--- src/rtl/datamem_arbiter.sv ---
// Round-robin two-port arbiter/sequencer in front of a single-port data memory.
// Optional address checking is enabled by defining ARB_ERR_EN.
module datamem_arbiter #(
  parameter int RAM_SIZE = 256
) (
  input  logic        clk,
  input  logic        reset,
  input  logic        req0,
  input  logic        req1,
  input  logic        wr0,
  input  logic        wr1,
  input  logic [31:0] addr0,
  input  logic [31:0] addr1,
  input  logic [31:0] wdata0,
  input  logic [31:0] wdata1,
  output logic        gnt0,
  output logic        gnt1,
  output logic        done0,
  output logic        done1,
  output logic [31:0] rdata0,
  output logic [31:0] rdata1,
  output logic        err0,
  output logic        err1,
  output logic        mem_rd,
  output logic        mem_wr,
  output logic [31:0] mem_addr,
  output logic [31:0] mem_wdata,
  input  logic [31:0] mem_rdata
);

  typedef enum logic [1:0] {
    IDLE   = 2'd0,
    ACCESS = 2'd1,
    RESP   = 2'd2
  } state_t;

  state_t      r_state;
  state_t      w_next;
  logic        r_sel;
  logic        r_last;
  logic        r_wr;
  logic        r_err;
  logic [31:0] r_addr;
  logic [31:0] r_wdata;
  logic [31:0] r_rdata;

  logic        w_anyReq;
  logic        w_pick;
  logic        w_pickWr;
  logic        w_pickErr;
  logic [31:0] w_pickAddr;
  logic [31:0] w_pickWdata;

  // On a tie the port that was not served last wins.
  always_comb begin
    w_anyReq    = req0 | req1;
    w_pick      = (req0 && req1) ? ~r_last : req1;
    w_pickWr    = w_pick ? wr1 : wr0;
    w_pickAddr  = w_pick ? addr1 : addr0;
    w_pickWdata = w_pick ? wdata1 : wdata0;
`ifdef ARB_ERR_EN
    w_pickErr   = (w_pickAddr[1:0] != 2'b00) || (w_pickAddr[31:2] >= 30'(RAM_SIZE));
`else
    w_pickErr   = 1'b0;
`endif
  end

  always_ff @(posedge clk or posedge reset) begin
    if (reset) begin
      r_state <= IDLE;
      r_sel   <= 1'b0;
      r_last  <= 1'b1;
      r_wr    <= 1'b0;
      r_err   <= 1'b0;
      r_addr  <= '0;
      r_wdata <= '0;
      r_rdata <= '0;
    end else begin
      r_state <= w_next;
      if (r_state == IDLE && w_anyReq) begin
        r_sel   <= w_pick;
        r_last  <= w_pick;
        r_wr    <= w_pickWr;
        r_err   <= w_pickErr;
        r_addr  <= w_pickAddr;
        r_wdata <= w_pickWdata;
      end
      // A suppressed access returns zero rather than whatever the memory drives.
      if (r_state == ACCESS) begin
        r_rdata <= (r_wr || r_err) ? 32'd0 : mem_rdata;
      end
    end
  end

  always_comb begin
    w_next = r_state;
    case (r_state)
      IDLE:    if (w_anyReq) w_next = ACCESS;
      ACCESS:  w_next = RESP;
      RESP:    w_next = IDLE;
      default: w_next = IDLE;
    endcase
  end

  always_comb begin
    gnt0      = 1'b0;
    gnt1      = 1'b0;
    done0     = 1'b0;
    done1     = 1'b0;
    rdata0    = 32'd0;
    rdata1    = 32'd0;
    err0      = 1'b0;
    err1      = 1'b0;
    mem_rd    = 1'b0;
    mem_wr    = 1'b0;
    mem_addr  = r_addr;
    mem_wdata = r_wdata;
    case (r_state)
      ACCESS: begin
        gnt0   = ~r_sel;
        gnt1   = r_sel;
        mem_rd = ~r_wr & ~r_err;
        mem_wr = r_wr & ~r_err;
      end
      RESP: begin
        done0 = ~r_sel;
        done1 = r_sel;
        if (!r_wr) begin
          if (r_sel) rdata1 = r_rdata;
          else       rdata0 = r_rdata;
        end
`ifdef ARB_ERR_EN
        err0 = ~r_sel & r_err;
        err1 = r_sel & r_err;
`endif
      end
      default: ;
    endcase
  end

endmodule

--- config.mk ---
export PLATFORM = sky130hd
export DESIGN_NAME = datamem_arbiter
export DESIGN_NICKNAME = d
export VERILOG_FILES = /design/src/rtl/datamem_arbiter.sv
export SDC_FILE = /design/constraint.sdc
export NUM_CORES = 1
export LEC_CHECK = 0
export ABC_AREA = 1
export BUFFER_PORTS_ARGS = -buffer_cell sky130_fd_sc_hd__buf_2
export CAP_MARGIN = 20
export CORE_ASPECT_RATIO = 1.2
export CORE_UTILIZATION = 40
export CTS_CLUSTER_DIAMETER = 60
export DETAILED_ROUTE_END_ITERATION = 10
export PLACE_DENSITY = 0.73
export SYNTH_ARGS = -nofsm -noshare
export SYNTH_HDL_FRONTEND = slang
export SYNTH_SLANG_ARGS = --single-unit
--- constraint.sdc ---
create_clock -name clk -period 5.9 [get_ports clk]
set_input_delay 1.18 -clock clk [delete_from_list [all_inputs] [get_ports clk]]
set_output_delay 1.18 -clock clk [all_outputs]
set_load 0.02 [all_outputs]
==> summary.txt <==
Status = finished clean
Netlist Area Pre-Place = 5540 um^2
Switching share of total power = 44.9%
Net Sw Power = 1.59 mW
Most frequent cells in the layout = 299 x buf_2, 202 x inv_1, 201 x nand2_1
Leakage = 4.72 nW
Post-Syn Area per Cell = 6.93 um^2
Critical-path top delay cell = dfrtp_2
Count of input and output buffers = 299
Final Cycle Share = 56.6%
Int Pwr = 1.95 mW
Post-CTS Hold Fix Bufs = 0
Number of global-route vias before repair = 5,246
CTS Buf Count = 9
Clock buffer depth = 2
Largest net degree at the start of global routing = 68
Crit path depth = 5
Share of post-route cells with drive strength above 1 = 30.8%
Area leader, netlist = dfrtp_1
Most common cell on crit path = inv_1
Critical Path, Cell by Cell = inv_1 > nand2_1 > buf_4 > inv_1 > buf_2
Worst skew pair latency = 0.34 ns
Max Cap Viol = 0
CTS Sinks = 101
Vias = 5,829
Initial core utilization = 41.5%
Root buffer cell = clkbuf_16
Leading cell type in the layout, fill and taps excluded = buf_2
TritonCTS clock tree = yes
Crit path max fanout = 66
Die span in x = 109 um
Rel. slew slack = 27.1%
Crit path required time = 4.72 ns
Yosys top cell area share = 45.2%
Total track usage = 23.0%
Final number of setup-violating endpoints = 0
Fin util = 55.6%
Power per standard cell area = 477 nW/um^2
Average wire per standard cell = 13.3 um
Clk pin slew, worst setup/hold paths = 0.06 ns
Die H = 131 um
Logic pwr share = 46.8%
Maximum clock rate = 300 MHz
Grt ovf = 0
Ports = 302
CP startpoint kind = register
Vias/cell = 4.71
Synth area leaders = dfrtp_1 45%, inv_1 14%, nand2_1 14%, nand3_1 12%, nor3_1 5.8%
Hold slack = 0.472 ns
Worst Clk Skew = 0.00621 ns
DP HPWL = 11.8 mm
CP Buf/Inv Count = 4
Netlist cell types = 17
Hold depth = 2
Initial antenna violation count = 2
Critical path type = register to output pin
Synth-to-layout area growth = 33.9%
R2R cell count = 4
Sequential element share of the synthesized area = 45.6%
Worst Tran Pin Value = 1.09 ns
Number of fill cells in the layout = 1,332
Post-CTS setup buffer count = 0
Max incr delay on CP = 1.03 ns
Syn Inst Count = 800
1st-iter DRT viols = 247
Peak supply drop = 0.238 mV
CORE AREA = 13,400 um^2
Gpl congestion = 0.819
Final wirelength = 16.5 mm
#FFs+latches synth = 101
Crit path time final = 3.34 ns
Die area = 14,300 um^2
Htree depth = 3
Sequential share of power = 34.8%
Family with the most delay on the worst path = flip-flops
Drt pass-1 iters = 4
Final count of pins violating max slew = 0
Clock power frac = 18.5%
Yosys warns = 0
Antenna Nets Post-Route = 0
Post-CTS sizing = 0
RSZ-0062 raised after global routing = false
Worst Setup End Kind = output pin
Final hold violations = 0
Num rows = 46
HP Class = register to register
First-pass GRT wire length = 25.5 mm
Critical Path AT = 2.16 ns
Residual DRC = 0
Final Net Count = 1,229
Fin Setup TNS = 0 ns
==> cell usage after synthesis <==
master,count
inv_1,203
nand2_1,203
nand3_1,130
dfrtp_1,100
nor3_1,64
o22ai_1,32
buf_2,27
clkbuf_1,21
buf_4,6
nor2_1,5
buf_1,2
nor2_2,2
conb_1,1
dfstp_2,1
inv_2,1
nand4_1,1
o21ai_0,1
==> routing by layer <==
metal	GRT usage [%]	share of wire, %
met5	0	0
met4	9.33	2.2
met3	4.96	6.8
met2	40.3	51
met1	27.4	40
==> registers in the layout, summed over array words and instances, names as in the netlist <==
signal / count
mem_addr: 32
mem_wdata: 32
r_last: 1
r_rdata: 32
r_sel: 1
r_state: 2
r_wr: 1
==> final timing paths <==
path | slack [ns] | endpoint | start
max in group asynchronous | 3.84 | r_wr | reset
min reg2reg | 0.47 | mem_addr[12] | mem_addr[12]
max | 2.56 | mem_rd | r_wr
min in group asynchronous | 0.88 | mem_addr[1] | reset
max reg2reg | 4.02 | r_rdata[6] | r_wr
min | 0.47 | mem_addr[12] | mem_addr[12]
==> cells by family (layout without fill, tap and decap cells) <==
kind of cell,count (synthesis),in the layout,synth area share (%)
AOI/OAI and AO/OA,33,33,3.70
other,1,5,0.0677
DFF,101,101,45.6
and+or+nand+nor,405,405,32.0
buffers and inverters,260,525,18.6
==> worst min-delay path: stages (launching register included) <==
cell and delay, ns:
dfrtp_1 0.34, nand2_1 0.05, nand2_1 0.05
==> through the flow <==
step / setup slack, ns / power (mW) / cells / area, um^2
after floorplan: 2.07 / 2.34 / 801 / 5540
after global placement: 2.85 / 2.85 / 1218 / 7040
after detailed placement: 2.92 / 2.89 / 1219 / 7060
after CTS: 2.55 / 3.55 / 1233 / 7390
after global routing: 2.34 / 3.80 / 1235 / 7410
final: 2.56 / 3.54 / 1237 / 7420
==> area by class of cell <==
cell class | count | area (um^2) | area share [%]
multi-input combinational | 440 | 1990 | 26.9
tap | 168 | 210 | 2.83
antenna | 3 | 7.51 | 0.101
sequential | 101 | 2530 | 34.1
inverter | 204 | 768 | 10.4
clock buffer | 10 | 229 | 3.09
clock inverter | 4 | 98.8 | 1.33
timing repair buffer | 307 | 1580 | 21.3
==> power groups by stage <==
stage	clock, mW	sequential [mW]	combinational, mW
after global routing	0.696	1.27	1.83
after detailed placement	0	1.23	1.66
after floorplan	0	1.44	0.905
final	0.653	1.23	1.65
after CTS	0.669	1.23	1.66
after global placement	0	1.23	1.62
No activity file was read; power rests on OpenSTA's default activity.
